### config.mk
export PLATFORM = sky130hd
export DESIGN_NAME = aes256_roundkey_store
export DESIGN_NICKNAME = d
export VERILOG_FILES = /design/src/rtl/aes256_roundkey_store_pkg.sv /design/src/rtl/aes256_roundkey_store_rk_regfile.sv /design/src/rtl/aes256_roundkey_store.sv
export SDC_FILE = /design/constraint.sdc
export NUM_CORES = 2
export LEC_CHECK = 0
export BUFFER_PORTS_ARGS = -buffer_cell sky130_fd_sc_hd__buf_2
export CAP_MARGIN = 20
export CELL_PAD_IN_SITES_DETAIL_PLACEMENT = 1
export CELL_PAD_IN_SITES_GLOBAL_PLACEMENT = 1
export CORE_MARGIN = 4
export CORE_UTILIZATION = 45
export CTS_BUF_LIST = sky130_fd_sc_hd__clkbuf_4 sky130_fd_sc_hd__clkbuf_8 sky130_fd_sc_hd__clkbuf_16
export DETAILED_ROUTE_END_ITERATION = 8
export PLACE_DENSITY = 0.74
export SLEW_MARGIN = 20
export SYNTH_ARGS = -nofsm -noshare
export SYNTH_HDL_FRONTEND = slang
export SYNTH_SLANG_ARGS = --single-unit
### constraint.sdc
create_clock -name clk -period 139.5 [get_ports clk]
set_input_delay 6.975 -clock clk [delete_from_list [all_inputs] [get_ports clk]]
set_output_delay 6.975 -clock clk [all_outputs]
set_load 0.03 [all_outputs]
### src/rtl/aes256_roundkey_store_pkg.sv
// AES-256 round-key constants and FSM state encodings, shared between the key
// expansion engine, this round-key store and the round datapath.
package aes256_roundkey_store_pkg;

  localparam int         RK_NKEYS = 15;
  localparam int         RK_KW    = 128;
  localparam logic [3:0] RK_LAST  = 4'd14;

  typedef enum logic [1:0] {
    CAP_EMPTY = 2'd0,
    CAP_LOAD  = 2'd1,
    CAP_READY = 2'd2
  } cap_state_t;

  typedef enum logic {
    RD_IDLE = 1'b0,
    RD_BUSY = 1'b1
  } rd_state_t;

endpackage

### src/rtl/aes256_roundkey_store_rk_regfile.sv
// Round-key register file: one synchronous write port, one combinational read
// port, and a synchronous clear that zeroes every entry.
module rk_regfile
  import aes256_roundkey_store_pkg::*;
#(
  parameter int DEPTH = RK_NKEYS,
  parameter int W     = RK_KW
) (
  input  logic         clk,
  input  logic         reset,
  input  logic         clr,
  input  logic         we,
  input  logic [3:0]   waddr,
  input  logic [W-1:0] wdata,
  input  logic [3:0]   raddr,
  output logic [W-1:0] rdata
);

  logic [W-1:0] mem [DEPTH];

  always_ff @(posedge clk or posedge reset) begin
    if (reset) begin
      for (int i = 0; i < DEPTH; i++) mem[i] <= '0;
    end else if (clr) begin
      for (int i = 0; i < DEPTH; i++) mem[i] <= '0;
    end else if (we && (32'(waddr) < DEPTH)) begin
      mem[waddr] <= wdata;
    end
  end

  // Out-of-range addresses only occur on the step past a terminal key, which is never used.
  assign rdata = (32'(raddr) < DEPTH) ? mem[raddr] : '0;

endmodule

### src/rtl/aes256_roundkey_store.sv
// AES-256 round-key capture/replay store. Optional build macro
// AES_RKSTORE_ZEROIZE_EN wipes keys on load_start and at the end of each pass.
module aes256_roundkey_store
  import aes256_roundkey_store_pkg::*;
#(
  parameter int NKEYS = RK_NKEYS,
  parameter int KW    = RK_KW
) (
  input  logic          clk,
  input  logic          reset,
  input  logic          load_start,
  input  logic [KW-1:0] skey_in,
  input  logic          skey_valid,
  output logic          ready,
  output logic          ovf,
  input  logic          rd_start,
  input  logic          rd_decrypt,
  input  logic          rd_next,
  output logic [KW-1:0] rk_out,
  output logic          rk_valid,
  output logic [3:0]    rk_idx,
  output logic          rd_done,
  output logic          rd_err
);

  localparam logic [3:0] LAST = 4'(NKEYS - 1);

  cap_state_t    cap_state, cap_ns;
  rd_state_t     rd_state, rd_ns;
  logic [3:0]    wptr, rptr, raddr;
  logic          rd_dir, wr_en, ovf_set;
  logic          accept, adv, last_key, pass_end, zclr, zero_end;
  logic [KW-1:0] rdata;

  // Optional key wipe: zero the store on reload and after each completed pass.
  always_comb begin
`ifdef AES_RKSTORE_ZEROIZE_EN
    zclr     = load_start || pass_end;
    zero_end = pass_end;
`else
    zclr     = 1'b0;
    zero_end = 1'b0;
`endif
  end

  always_ff @(posedge clk or posedge reset) begin
    if (reset) cap_state <= CAP_EMPTY;
    else       cap_state <= cap_ns;
  end

  always_comb begin
    cap_ns = cap_state;
    if (load_start) begin
      cap_ns = CAP_LOAD;
    end else begin
      case (cap_state)
        CAP_LOAD:  if (skey_valid && wptr == LAST) cap_ns = CAP_READY;
        CAP_READY: if (zero_end) cap_ns = CAP_EMPTY;
        default:   cap_ns = cap_state;
      endcase
    end
  end

  always_comb begin
    ready   = (cap_state == CAP_READY);
    wr_en   = (cap_state == CAP_LOAD) && skey_valid && !load_start;
    ovf_set = (cap_state == CAP_READY) && skey_valid && !load_start;
  end

  always_ff @(posedge clk or posedge reset) begin
    if (reset) begin
      wptr <= '0;
      ovf  <= 1'b0;
    end else if (load_start) begin
      wptr <= '0;
      ovf  <= 1'b0;
    end else begin
      if (wr_en)   wptr <= wptr + 4'd1;
      if (ovf_set) ovf  <= 1'b1;
    end
  end

  // load_start outranks every replay action so capture and replay never overlap.
  always_comb begin
    accept   = rd_start && (rd_state == RD_IDLE) && ready && !load_start;
    adv      = (rd_state == RD_BUSY) && rd_next && !load_start;
    last_key = rd_dir ? (rptr == 4'd0) : (rptr == LAST);
    pass_end = adv && last_key;
    if (accept)      raddr = rd_decrypt ? LAST : 4'd0;
    else if (rd_dir) raddr = rptr - 4'd1;
    else             raddr = rptr + 4'd1;
  end

  always_ff @(posedge clk or posedge reset) begin
    if (reset) rd_state <= RD_IDLE;
    else       rd_state <= rd_ns;
  end

  always_comb begin
    rd_ns = rd_state;
    if (load_start)                          rd_ns = RD_IDLE;
    else if (rd_state == RD_IDLE && accept)  rd_ns = RD_BUSY;
    else if (rd_state == RD_BUSY && pass_end) rd_ns = RD_IDLE;
  end

  always_comb begin
    rk_valid = (rd_state == RD_BUSY);
    rk_idx   = rptr;
  end

  always_ff @(posedge clk or posedge reset) begin
    if (reset) begin
      rptr    <= '0;
      rd_dir  <= 1'b0;
      rk_out  <= '0;
      rd_done <= 1'b0;
      rd_err  <= 1'b0;
    end else begin
      rd_done <= pass_end;
      rd_err  <= rd_start && !accept;
      if (accept) begin
        rd_dir <= rd_decrypt;
        rptr   <= raddr;
        rk_out <= rdata;
      end else if (adv && !last_key) begin
        rptr   <= raddr;
        rk_out <= rdata;
      end
      if (zclr) rk_out <= '0;
    end
  end

  rk_regfile #(.DEPTH(NKEYS), .W(KW)) u_regfile (
    .clk   (clk),
    .reset (reset),
    .clr   (zclr),
    .we    (wr_en),
    .waddr (wptr),
    .wdata (skey_in),
    .raddr (raddr),
    .rdata (rdata)
  );

endmodule

==> results.ini <==
[cts]
cts_tree=done
cts_root_buffer=clkbuf_16
clock_latency_ns=0.89
h-tree-depth=4
cts_resized=0
path_clk_slew_ns=0.06
cts_made_buffers=218
cts_num_sinks=2063
post_cts_buffers=0
cts_hold_buf=0
cts_buffer_depth=3

[setup_path]
arrival_ns=12.51
crit_path_end=u_regfile.mem[1110]
r2r_start=rk_idx[0]
path_buf_inv=9
cp_slowest_cell=buf_4
r2r_end=rk_out[10]
startpoint=reset
cp_slowest_stage_delay_ns=0.79
cp_cell_sequence=buf_2 -> inv_8 -> buf_4 -> buf_4 -> buf_4 -> buf_16 -> buf_4 -> buf_4 -> buf_6
required_ns=140.39
worst-path-max-fanout=98
cp_common_cell=buf_4
r2r_slack_ns=133.18
crit_family=buffers and inverters
cp_num_cells=9
reg2regPathDepth=10
cp-start-kind=input pin
critPathKind=input pin to async pin
end_kind=async pin

[logic_synthesis]
yosys_warnings=0
synth_cell_type_count=72
syn-instance-count=7365
yosysSeqAreaShare_pct=53.7
synth_area_per_cell_sq_um=13.1
ys.flop_type=dfrtp_1
synth-seq-cells=2063
synthArstFlopShare_pct=100
synth_edf_count=0
synth_area_sq_um=96200
syn_nets=7507

[final_layout]
utilization_pct=50.5
syn_to_final_growth_pct=11.4
drive_gt1_share_pct=40.8
layout.nets=7392

[hold_path]
hold_path_class=register to register

[global_routing]
grt_pass1_vias=72300
grt_first_pass_wirelength_mm=479
overflow=0
antenna_found_initial=52
grt_max_degree=176
grtUsageTotal_pct=28.4

[floorplan]
row_count=169
ios=272
die_width_um=470
die_area_sq_um=221000
die_h_um=470
initial_utilization_pct=45.3
core_area_sq_um=212000

[detailed_routing]
drc=0
antenna_left=0
vias_per_cell=6.45
drtIter0Drc=5385
dr_total_vias=66400
wl_per_cell_um=31.1
drtPass1Iterations=8
wirelength_mm=320

[power]
vdd.ir_drop.worst_uv=14.9
p_per_area_nw_per_um2=13.7
p_leak_uw=0.0505

[status]
status=finished with violations
violations=slew limit

[timing]
setup-violations-final=0
fin_crit_sh_pct=8.33
rsz0062_at_grt=false
finalCriticalPeriod_ns=11.61
fmax_ghz=0.0861
relSlewSlack_pct=-2.58
final_hold_viol_count=0
fin_skew_ns=0.0570
tns_ns=0
slew_violations=32
worst_pin_slew_ns=1.54

[placed_design]
post-dp-hpwl_mm=173
place_congestion=0.777
io_buffer_count=271

[run]
max_cap_viol_count=0

[final cells by class]
cell class | count | area [sq um]
flip-flops and latches | 2063 | 51600
diodes | 32 | 80.1
clock inverters | 64 | 817
multi-input cells | 4517 | 41600
well taps | 2821 | 3530
fillers | 21100 | 105000
inverters | 39 | 159
clock buffers | 337 | 6720
repair buffers | 411 | 2590
[cells by family (layout without fill, tap and decap cells)]
| group | count (synthesis) | after routing | share of synthesized area, % |
|---|---|---|---|
| compound gates | 1397 | 1397 | 10.3 |
| xor+xnor | 6 | 6 | 0.0703 |
| fa+ha+maj | 7 | 7 | 0.0989 |
| buf+inv | 785 | 851 | 3.47 |
| flops | 2063 | 2063 | 53.7 |
| mux | 2418 | 2418 | 29.0 |
| other cells | 0 | 32 | 0 |
| simple gates | 689 | 689 | 3.38 |
[Yosys cell counts (39+ instances only)]
library cell	n	area share, %
dfrtp_1	2063	54
nor2_1	145	0.57
nand3_1	188	0.98
o211ai_1	68	0.53
mux2_2	2029	24
a2bb2oi_1	58	0.53
mux2i_1	297	3.1
a222oi_1	46	0.48
o221ai_1	80	0.73
buf_2	258	1.3
nand2_1	210	0.82
a31oi_1	67	0.44
inv_1	39	0.15
clkbuf_1	413	1.6
o21ai_0	228	1.2
o2bb2ai_1	57	0.52
buf_1	57	0.22
nor3b_1	42	0.33
o21ai_1	41	0.21
a211oi_1	42	0.33
a32o_1	42	0.44
mux4_2	92	2.2
o22ai_1	176	1.1
o31ai_1	44	0.34
a21oi_1	185	0.96
[flip-flops by register name (all words and copies together) (netlist names), 2 cells and up]
name	count
rk_out	128
cap_state	2
rk_idx	4
wptr	4
u_regfile.mem	1920
[placed cells by master, fill, tap and decap left out, types with 46 or more instances in the layout]
master,netlist,layout
o221ai_1,80,80
mux4_2,92,92
clkbuf_8,0,57
buf_2,258,270
a222oi_1,46,46
o211ai_1,68,68
nand2_1,210,192
clkbuf_16,0,219
o22ai_1,176,176
nor2_1,145,141
clkbuf_4,0,61
a31oi_1,67,67
dfrtp_1,2063,2062
mux2_2,2029,2029
o21ai_0,228,226
a21oi_1,185,181
buf_4,17,125
nand3_1,188,188
o2bb2ai_1,57,57
a2bb2oi_1,58,58
mux2i_1,297,297
[routing by layer]
metal,up-vias,track usage [%],routed length (um)
li1,27300,-,-
met1,36100,37.3,134000
met2,2246,46.5,153000
met3,704,4.97,19500
met4,14,12.0,13200
met5,-,0,102
[tightest hold or removal path, cell delays in order, from the launching register on]
cell	delay [ns]
dfrtp_1	0.34
nand2_1	0.05
o221ai_1	0.06
[metrics by stage]
| step | power (uW) | setup WS (ns) | cell area (sq um) | cells | hold slack [ns] |
|---|---|---|---|---|---|
| 6_report | 1470 | 127.89 | 107000 | 10300 | 0.494 |
| 5_1_grt | 1520 | 127.10 | 107000 | 10300 | 0.506 |
| 4_1_cts | 1480 | 127.13 | 107000 | 10300 | 0.495 |
| 3_5_place_dp | 869 | 126.15 | 99400 | 9849 | 0.476 |
| 3_3_place_gp | 857 | 126.37 | 99400 | 9849 | 0.467 |
| 2_1_floorplan | 817 | 74.25 | 96200 | 7365 | 0.471 |
[power breakdown]
part / switching [uW] / internal [uW]
clock: 252 / 353
combinational: 98.6 / 83.6
sequential: 30.7 / 648
total: 382 / 1080
[worst min path at each step]
stage | endpoint | start | cells after the start | slack, ns
after floorplan | u_regfile.mem[248] | u_regfile.mem[248] | 1 | 0.47
after global placement | rk_out[27] | rk_out[27] | 2 | 0.47
after detailed placement | rk_out[18] | rk_out[18] | 2 | 0.48
after CTS | rk_out[18] | rk_out[18] | 2 | 0.50
after global routing | u_regfile.mem[1312] | u_regfile.mem[1312] | 1 | 0.51
final | rk_out[18] | rk_out[18] | 2 | 0.49
Power figures use the tool's default switching activity.
